===== src/rtl/mxv_frame_tx_if.sv =====
// Handshake and data bundle between the frame transmitter, its result FIFO and the UART.
interface mxv_frame_tx_if #(
  parameter int unsigned RES_W = 16
);
  logic             start;
  logic [7:0]       len;
  logic [RES_W-1:0] res_data;
  logic             res_empty;
  logic             pop_result;
  logic [7:0]       tx_data;
  logic             tx_valid;
  logic             tx_ready;
  logic             busy;
  logic             done;

  // Frame transmitter side
  modport master (
    input  start, len, res_data, res_empty, tx_ready,
    output pop_result, tx_data, tx_valid, busy, done
  );

  // Environment side: requester, result FIFO and UART
  modport slave (
    output start, len, res_data, res_empty, tx_ready,
    input  pop_result, tx_data, tx_valid, busy, done
  );
endinterface


===== src/rtl/mxv_frame_tx.sv =====
// mxv_frame_tx: serialises one response frame "FE_cc_ll_<payload>_EF" as uppercase
// ASCII hex to a UART transmitter, pulling result values from a show-ahead FIFO.
// Optional build macro MXV_TX_CHECKSUM_EN adds "_ss" (mod-256 sum of the payload
// bytes) between the payload and the "_EF" trailer.
module mxv_frame_tx #(
  parameter int unsigned RES_W    = 16,
  parameter logic [7:0]  RESP_CMD = 8'h05
) (
  input logic            clk,
  input logic            rst,
  mxv_frame_tx_if.master bus
);
  localparam int unsigned NIB_N = RES_W / 4;
  localparam int unsigned IDX_W = 3;
  localparam logic [7:0]  CH_F  = 8'h46;
  localparam logic [7:0]  CH_E  = 8'h45;
  localparam logic [7:0]  CH_US = 8'h5F;
`ifdef MXV_TX_CHECKSUM_EN
  localparam int unsigned BYTE_N = RES_W / 8;
`endif

  typedef enum logic [3:0] {
    IDLE, HDR, CMD, SEP_A, LEN, SEP_B, PAYLOAD, SEP_C, TRAIL, DONE
  } state_t;

  state_t           state_q, state_d;
  logic [IDX_W-1:0] idx_q, idx_d;
  logic [7:0]       len_q, len_d;
  logic [7:0]       cnt_q, cnt_d;
  logic [RES_W-1:0] val_q, val_d;
  logic [7:0]       tx_data_q, tx_data_d;
  logic             tx_valid_q, tx_valid_d;
  logic             pop_q, pop_d;
  logic             busy_q, busy_d;
  logic             done_q, done_d;
`ifdef MXV_TX_CHECKSUM_EN
  logic [7:0]       sum_q, sum_d;
`endif
  logic             adv_c;
  logic             fetch_c;

  function automatic logic [7:0] to_hex(input logic [3:0] n);
    return (n < 4'd10) ? (8'h30 + {4'h0, n}) : (8'h37 + {4'h0, n});
  endfunction

  assign adv_c = tx_valid_q & bus.tx_ready;

  // Next character, frame sequencing and FIFO value fetch
  always_comb begin
    state_d    = state_q;
    idx_d      = idx_q;
    len_d      = len_q;
    cnt_d      = cnt_q;
    val_d      = val_q;
    tx_data_d  = tx_data_q;
    tx_valid_d = tx_valid_q;
    pop_d      = 1'b0;
    busy_d     = busy_q;
    done_d     = 1'b0;
`ifdef MXV_TX_CHECKSUM_EN
    sum_d      = sum_q;
`endif
    fetch_c    = 1'b0;

    case (state_q)
      IDLE: begin
        if (bus.start) begin
          state_d    = HDR;
          idx_d      = '0;
          len_d      = bus.len;
          cnt_d      = '0;
`ifdef MXV_TX_CHECKSUM_EN
          sum_d      = '0;
`endif
          tx_data_d  = CH_F;
          tx_valid_d = 1'b1;
          busy_d     = 1'b1;
        end
      end
      HDR: begin
        if (adv_c) begin
          if (idx_q == 3'd2) begin
            state_d   = CMD;
            idx_d     = '0;
            tx_data_d = to_hex(RESP_CMD[7:4]);
          end else begin
            idx_d     = idx_q + 3'd1;
            tx_data_d = (idx_q == 3'd0) ? CH_E : CH_US;
          end
        end
      end
      CMD: begin
        if (adv_c) begin
          if (idx_q == 3'd1) begin
            state_d   = SEP_A;
            idx_d     = '0;
            tx_data_d = CH_US;
          end else begin
            idx_d     = 3'd1;
            tx_data_d = to_hex(RESP_CMD[3:0]);
          end
        end
      end
      SEP_A: begin
        if (adv_c) begin
          state_d   = LEN;
          idx_d     = '0;
          tx_data_d = to_hex(len_q[7:4]);
        end
      end
      LEN: begin
        if (adv_c) begin
          if (idx_q == 3'd1) begin
            state_d   = SEP_B;
            idx_d     = '0;
            tx_data_d = CH_US;
          end else begin
            idx_d     = 3'd1;
            tx_data_d = to_hex(len_q[3:0]);
          end
        end
      end
      SEP_B: begin
        if (adv_c) begin
          if (len_q == 8'd0) begin
            state_d   = SEP_C;
            idx_d     = '0;
            tx_data_d = CH_US;
          end else begin
            fetch_c = 1'b1;
          end
        end
      end
      PAYLOAD: begin
        // tx_valid low here means the FIFO was empty when a value was needed
        if (!tx_valid_q) begin
          fetch_c = 1'b1;
        end else if (adv_c) begin
          if (idx_q == IDX_W'(NIB_N - 1)) begin
            if (cnt_q == len_q) begin
              state_d   = SEP_C;
              idx_d     = '0;
              tx_data_d = CH_US;
            end else begin
              fetch_c = 1'b1;
            end
          end else begin
            idx_d     = idx_q + 3'd1;
            tx_data_d = to_hex(val_q[RES_W-1 -: 4]);
            val_d     = val_q << 4;
          end
        end
      end
      SEP_C: begin
        if (adv_c) begin
`ifdef MXV_TX_CHECKSUM_EN
          case (idx_q)
            3'd0: begin idx_d = 3'd1; tx_data_d = to_hex(sum_q[7:4]); end
            3'd1: begin idx_d = 3'd2; tx_data_d = to_hex(sum_q[3:0]); end
            3'd2: begin idx_d = 3'd3; tx_data_d = CH_US; end
            default: begin
              state_d   = TRAIL;
              idx_d     = '0;
              tx_data_d = CH_E;
            end
          endcase
`else
          state_d   = TRAIL;
          idx_d     = '0;
          tx_data_d = CH_E;
`endif
        end
      end
      TRAIL: begin
        if (adv_c) begin
          if (idx_q == 3'd0) begin
            idx_d     = 3'd1;
            tx_data_d = CH_F;
          end else begin
            state_d    = DONE;
            idx_d      = '0;
            tx_data_d  = '0;
            tx_valid_d = 1'b0;
            busy_d     = 1'b0;
            done_d     = 1'b1;
          end
        end
      end
      DONE: begin
        state_d = IDLE;
      end
      default: begin
        state_d = IDLE;
      end
    endcase

    // Start of a value: latch the FIFO head and pop it, or stall while empty
    if (fetch_c) begin
      state_d = PAYLOAD;
      idx_d   = '0;
      if (!bus.res_empty) begin
        val_d      = bus.res_data << 4;
        pop_d      = 1'b1;
        tx_valid_d = 1'b1;
        tx_data_d  = to_hex(bus.res_data[RES_W-1 -: 4]);
        cnt_d      = cnt_q + 8'd1;
`ifdef MXV_TX_CHECKSUM_EN
        for (int unsigned b = 0; b < BYTE_N; b++) begin
          sum_d = sum_d + bus.res_data[b*8 +: 8];
        end
`endif
      end else begin
        tx_valid_d = 1'b0;
      end
    end
  end

  // State and output registers with synchronous reset
  always_ff @(posedge clk) begin
    if (rst) begin
      state_q    <= IDLE;
      idx_q      <= '0;
      len_q      <= '0;
      cnt_q      <= '0;
      val_q      <= '0;
      tx_data_q  <= '0;
      tx_valid_q <= 1'b0;
      pop_q      <= 1'b0;
      busy_q     <= 1'b0;
      done_q     <= 1'b0;
`ifdef MXV_TX_CHECKSUM_EN
      sum_q      <= '0;
`endif
    end else begin
      state_q    <= state_d;
      idx_q      <= idx_d;
      len_q      <= len_d;
      cnt_q      <= cnt_d;
      val_q      <= val_d;
      tx_data_q  <= tx_data_d;
      tx_valid_q <= tx_valid_d;
      pop_q      <= pop_d;
      busy_q     <= busy_d;
      done_q     <= done_d;
`ifdef MXV_TX_CHECKSUM_EN
      sum_q      <= sum_d;
`endif
    end
  end

  assign bus.tx_data    = tx_data_q;
  assign bus.tx_valid   = tx_valid_q;
  assign bus.pop_result = pop_q;
  assign bus.busy       = busy_q;
  assign bus.done       = done_q;
endmodule


===== src/flat_wrapper.sv =====
// flat-port wrapper written by rule: the top's interface ports become plain ports
module mxv_frame_tx_flat 
#(
  parameter int unsigned RES_W    = 16,
  parameter logic [7:0]  RESP_CMD = 8'h05
)
  (clk, rst, bus_start, bus_len, bus_res_data, bus_res_empty, bus_tx_ready, bus_pop_result, bus_tx_data, bus_tx_valid, bus_busy, bus_done);
  mxv_frame_tx_if #(.RES_W(RES_W)) bus_i ();
  input logic clk;
  input logic rst;
  input wire logic [$bits(bus_i.start)-1:0] bus_start;
  input wire logic [$bits(bus_i.len)-1:0] bus_len;
  input wire logic [$bits(bus_i.res_data)-1:0] bus_res_data;
  input wire logic [$bits(bus_i.res_empty)-1:0] bus_res_empty;
  input wire logic [$bits(bus_i.tx_ready)-1:0] bus_tx_ready;
  output wire logic [$bits(bus_i.pop_result)-1:0] bus_pop_result;
  output wire logic [$bits(bus_i.tx_data)-1:0] bus_tx_data;
  output wire logic [$bits(bus_i.tx_valid)-1:0] bus_tx_valid;
  output wire logic [$bits(bus_i.busy)-1:0] bus_busy;
  output wire logic [$bits(bus_i.done)-1:0] bus_done;
  assign bus_i.start = bus_start;
  assign bus_i.len = bus_len;
  assign bus_i.res_data = bus_res_data;
  assign bus_i.res_empty = bus_res_empty;
  assign bus_i.tx_ready = bus_tx_ready;
  assign bus_pop_result = bus_i.pop_result;
  assign bus_tx_data = bus_i.tx_data;
  assign bus_tx_valid = bus_i.tx_valid;
  assign bus_busy = bus_i.busy;
  assign bus_done = bus_i.done;
  mxv_frame_tx #(.RES_W(RES_W), .RESP_CMD(RESP_CMD)) u_core (.clk(clk), .rst(rst), .bus(bus_i));
endmodule

===== config.mk =====
export PLATFORM = sky130hd
export DESIGN_NAME = mxv_frame_tx_flat
export DESIGN_NICKNAME = d
export VERILOG_FILES = /design/src/rtl/mxv_frame_tx_if.sv /design/src/rtl/mxv_frame_tx.sv /design/src/flat_wrapper.sv
export SDC_FILE = /design/constraint.sdc
export NUM_CORES = 1
export LEC_CHECK = 0
export ABC_AREA = 1
export BUFFER_PORTS_ARGS = -buffer_cell sky130_fd_sc_hd__buf_2
export CAP_MARGIN = 20
export CORE_MARGIN = 2
export CORE_UTILIZATION = 60
export CTS_CLUSTER_DIAMETER = 120
export DETAILED_ROUTE_END_ITERATION = 7
export GPL_ROUTABILITY_DRIVEN = 0
export HOLD_SLACK_MARGIN = 0.08
export PLACE_DENSITY = 0.91
export SYNTH_ARGS = -nofsm -noshare
export SYNTH_HDL_FRONTEND = slang
export SYNTH_SLANG_ARGS = --single-unit
export TNS_END_PERCENT = 100

===== constraint.sdc =====
create_clock -name clk -period 2.83 [get_ports clk]
set_clock_uncertainty 0.1 [all_clocks]
set_input_delay 0.849 -clock clk [delete_from_list [all_inputs] [get_ports clk]]
set_output_delay 0.849 -clock clk [all_outputs]
set_load 0.05 [all_outputs]

Word level (Yosys, flattened, before mapping) --
Index checks and enable logic that the tools add are counted.
Operators by class: add/sub/neg operators 10, $lt $le $gt $ge 4, equal/unequal tests 49, mux-type cells 83, bitwise operators 4, reductions and logical operators 17
Operators with widths (number):
- two-way mux 8 bit | 25
- two-way mux 16 bit | 6
- one-hot mux 8 bit (9 select lines) | 1
- two-way mux 4 bit | 17
- adder 6 x 4 -> 7 bit, first input constant | 8
- inequality test 3 x 1 -> 1 bit, second input constant | 15
- two-way mux 3 bit | 13
- one-hot mux 4 bit (9 select lines) | 1
- inequality test 2 x 1 -> 1 bit, second input constant | 17
- AND reduction 17 bit | 2
- one-hot mux 3 bit (7 select lines) | 1
- == test 4 x 3 -> 1 bit, second input constant | 4
- less-than comparator 4 bit, second input constant | 4
- two-way mux 1 bit | 14
- two-way mux 7 bit | 2
- AND reduction 11 bit | 1
- adder 8 x 1 -> 8 bit, second input constant | 1
- == test 4 x 2 -> 1 bit, second input constant | 2
- == test 8 bit | 1
- zero test 8 bit | 1
- AND reduction 4 bit | 2
- OR reduction 2 bit | 4
- nonzero test 7 bit | 1
- == test 3 x 2 -> 1 bit, second input constant | 2
- other kinds (17) | 22
Word-level totals: bits in registers 51, input port bits 29, logic and storage cells 178

Depth between registers and ports, before layout --
depth in word-level cells 8, mapped depth 14, mapped depth without buffers 14

Least setup slack after synthesis --
OpenSTA, ideal clock, no wires.
path kind input -> register, from input port bus_tx_ready, to register u_core.idx_q[0], library setup time 0.117 ns, data arrival time 1.920 ns, data required time 2.613 ns, slack 0.693 ns, stages on the path 9, buffers on the path 0, cells stage by stage nand2_2 inv_2 nand4_1 clkinv_1 nor2_1 nor3_2 nand4_1 o21ai_0 nor2_1
Between the ends: longest elaborated chain between the ends 5
RTL lines:
- start, declared | RTL line flat_wrapper.sv:15 | input wire logic [$bits(bus_i.tx_ready)-1:0] bus_tx_ready;
- bitwise AND 1 bit * | RTL line mxv_frame_tx.sv:46 | assign adv_c = tx_valid_q & bus.tx_ready;
- two-way mux 1 bit | RTL line mxv_frame_tx.sv:138 | end else if (adv_c) begin
- two-way mux 1 bit | RTL line mxv_frame_tx.sv:136 | if (!tx_valid_q) begin
- one-hot mux 1 bit (2 select lines) | RTL line mxv_frame_tx.sv:65 | case (state_q)
- OR reduction 2 bit (no source line)
- end signal, assigned | RTL line mxv_frame_tx.sv:236 | idx_q <= idx_d;
- end, declared | RTL line mxv_frame_tx.sv:27 | logic [IDX_W-1:0] idx_q, idx_d;
Every way passes the cells marked *; elsewhere a longest branch is shown, timed or not. A chain may end at the register's enable or synchronous reset.

Worst setup path in the final report --
from register u_core.len_q[4], to register u_core.val_q[7]
Between the ends: longest elaborated chain between the ends 7
RTL lines:
- start, declared | RTL line mxv_frame_tx.sv:28 | logic [7:0] len_q, len_d;
- start signal, assigned | RTL line mxv_frame_tx.sv:237 | len_q <= len_d;
- == test 8 bit | RTL line mxv_frame_tx.sv:140 | if (cnt_q == len_q) begin
- two-way mux 1 bit | RTL line mxv_frame_tx.sv:140
- two-way mux 1 bit | RTL line mxv_frame_tx.sv:139 | if (idx_q == IDX_W'(NIB_N - 1)) begin
- two-way mux 1 bit | RTL line mxv_frame_tx.sv:138
- two-way mux 1 bit | RTL line mxv_frame_tx.sv:136
- one-hot mux 1 bit (2 select lines) * | RTL line mxv_frame_tx.sv:65
- two-way mux 16 bit * | RTL line mxv_frame_tx.sv:198 | if (fetch_c) begin
- end signal, assigned | RTL line mxv_frame_tx.sv:239 | val_q <= val_d;
- end, declared | RTL line mxv_frame_tx.sv:30 | logic [RES_W-1:0] val_q, val_d;
Marked as above.

==> metrics.cfg <==
[layout]
fill_cells = 508
final_util = 0.669
diodes = 0
syn2layout_area_growth_pct = 9.61
nNetsFinal = 666
layout.cells.most_common_list = nand2_1, nor2_1, inv_1, o21ai_0, dfxtp_1
drive_gt1_frac = 0.118
layout_commonest_cell = nand2_1

[run]
max_cap_violations = 0

[cts]
cts_root_buffer = clkbuf_8
clock_sinks = 51
clk_pin_slew_ns = 0.10
cts_buffers = 5
ctsResizeCount = 0
max-clock-path-buffers = 2
cts.hold.buffers_added = 0
cts_tree = done
htree_levels = 2
post_cts_buffers = 0
clkLatencyLatePin_ns = 0.32

[setup_path]
startpoint_type = flop
cp.required_ns = 2.97
r2r_start = u_core.len_q[4]
max_stage_delay_ns = 0.34
reg2reg_setup_slack_ns = 0.54
critical_path_buf_inv_count = 2
path_class = flop to flop
cpLargestDelayFamily = simple AND/OR/NAND/NOR gates
cp-end-kind = flop
crit_chain = inv_1 -> ha_1 -> inv_1 -> nor2_1 -> nand3_1 -> a31oi_1 -> nand2_2 -> nand2_4 -> nand2_2 -> o21ai_0
reg2reg_depth = 10
cpMaxStageDelayCell = dfxtp_1
path_max_fanout = 24
worstPathArrival_ns = 2.42
reg2reg_to = u_core.val_q[7]

[route]
drt_pre_antenna_iters = 6
routed_wirelength_mm = 9.62
drc_errors = 0
drtIter0Drc = 592
drtAntennaViolNets = 0
via_per_inst = 5.70
routedWlPerCell_um = 13.7
num_vias = 3994

[floorplan]
die_y_um = 81.1
die_w_um = 81.1
io_pins = 41
die-area_mm2 = 0.00658
rows = 28
core_mm2 = 0.00585
initial_core_util = 0.610

[synth]
synth_seq_cells = 51
synth_area_leaders = dfxtp_1, nand2_1, o21ai_0
synth_area_leader_cell = dfxtp_1
yosys_warnings = 0
synth.avg_cell_area_um2 = 6.08
synth_top_area_frac = 0.286
synth_cell_types = 37
syn_inst = 587
synth_fp_nets = 628
netlist_area_mm2 = 0.00357
yosysSeqAreaShare = 0.286

[timing]
slew_headroom = 0.597
finalHoldViolations = 0
fin_crit_sh = 0.808
fin_ws_ns = 0.542
grt_setup_unrepaired = false
tightest_slew_ns = 0.604
setup-tns-final_ns = 0
fin_crit_ns = 2.29
timing.fmax_ghz = 0.437
setup_violations = 0
hold_slack_ns = 0.351
slew_viol_final = 0

[worst_hold_path]
hold_class = flop to flop
holdPathEnd = u_core.val_q[2]
min-delay-start = u_core.val_q[2]
hold_depth = 2

[power_and_ir_drop]
p_sw_frac = 0.504
clkPwrFrac = 0.155
sequentialPowerShare = 0.322
irDropWorstVdd_mv = 0.436
power.density_mw_per_mm2 = 755
total_power_mw = 2.95
p_switching_mw = 1.49
p_int_mw = 1.47
pwr-share-comb = 0.523
power.leakage_nw = 1.98

[grt]
antenna_found_initial = 0
grt_use_total = 0.308
grt_pass1_vias = 3451
grt_max_degree = 25
grt_first_pass_wirelength_mm = 15.9
overflow = 0

[placement]
dp_slack_ns = 0.291
portBuffers = 40
hpwl_mm = 7.24

[status]
outcome = complete, no violations

[synth_stat cells (all sizes together)]
master / n
o211ai: 1
or2: 3
xor2: 5
a21oi: 37
inv: 71
clkbuf: 5
nor2: 72
nand3: 41
ha: 12
mux2i: 6
a22oi: 1
dfxtp: 51
a31oi: 1
buf: 8
nor3: 12
a41oi: 1
nand2: 177
o21a: 1
clkinv: 4
nand4: 12
o31ai: 1
o21ai: 60
xnor2: 5
[tightest hold or removal path, cell delays in order, from the launching register on]
cell,delay (ns)
dfxtp_1,0.31
inv_1,0.06
nor3_1,0.05
[power by group through the flow]
| stage | sequential, mW | clock [mW] | combinational [mW] |
|---|---|---|---|
| 2_1_floorplan | 1.05 | 0 | 1.04 |
| 5_1_grt | 0.962 | 0.490 | 1.71 |
| 3_5_place_dp | 0.958 | 0 | 1.49 |
| 6_report | 0.950 | 0.458 | 1.55 |
| 3_3_place_gp | 0.956 | 0 | 1.45 |
| 4_1_cts | 0.943 | 0.465 | 1.50 |
[metrics by stage]
stage | instances | area, um^2
6_report | 701 | 3910
5_1_grt | 701 | 3910
4_1_cts | 701 | 3910
3_5_place_dp | 693 | 3820
3_3_place_gp | 693 | 3820
2_1_floorplan | 587 | 3570
[registers in the layout (all words and copies together), names as in the netlist]
name	count
u_core.len_q	8
u_core.bus.pop_result	1
u_core.val_q	16
u_core.bus.done	1
u_core.cnt_q	8
u_core.state_q	4
u_core.bus.busy	1
u_core.bus.tx_valid	1
u_core.idx_q	3
u_core.bus.tx_data	8
[layout make-up]
cell class                      instances  area [um^2]  share of cell area
Inverter                               75          283              0.0723
Clock buffer                            5         68.8              0.0176
Sequential cell                        51         1020               0.261
Multi-Input combinational cell        448         2190               0.560
Clock inverter                          3         22.5             0.00576
Timing Repair Buffer                   44          230              0.0589
Tap cell                               75         93.8              0.0240
[per-layer routing]
metal	share of wire	track usage	routed length [um]
met1	0.42	0.418	4040
met2	0.46	0.495	4400
met3	0.096	0.0489	925
met4	0.026	0.107	251
met5	0	0	0
[worst max-delay path by stage]
stage,start,end,slack [ns],cells after the start
after global routing,bus_tx_ready,u_core.idx_q[2],0.29,10
after CTS,u_core.len_q[4],u_core.val_q[7],0.58,10
after floorplan,bus_tx_ready,u_core.idx_q[0],0.69,9
final,u_core.len_q[4],u_core.val_q[7],0.54,10
after global placement,bus_tx_ready,u_core.idx_q[1],0.37,10
after detailed placement,bus_tx_ready,u_core.idx_q[1],0.29,10
[kinds of logic after synthesis]
group / synth area share
AO/OA/AOI/OAI: 0.150
XOR/XNOR: 0.0245
adder cells (fa/ha/maj): 0.0421
buffers and inverters: 0.0996
flip-flops: 0.286
multiplexers: 0.0168
AND/OR/NAND/NOR: 0.381
No activity file was read; power rests on OpenSTA's default activity.
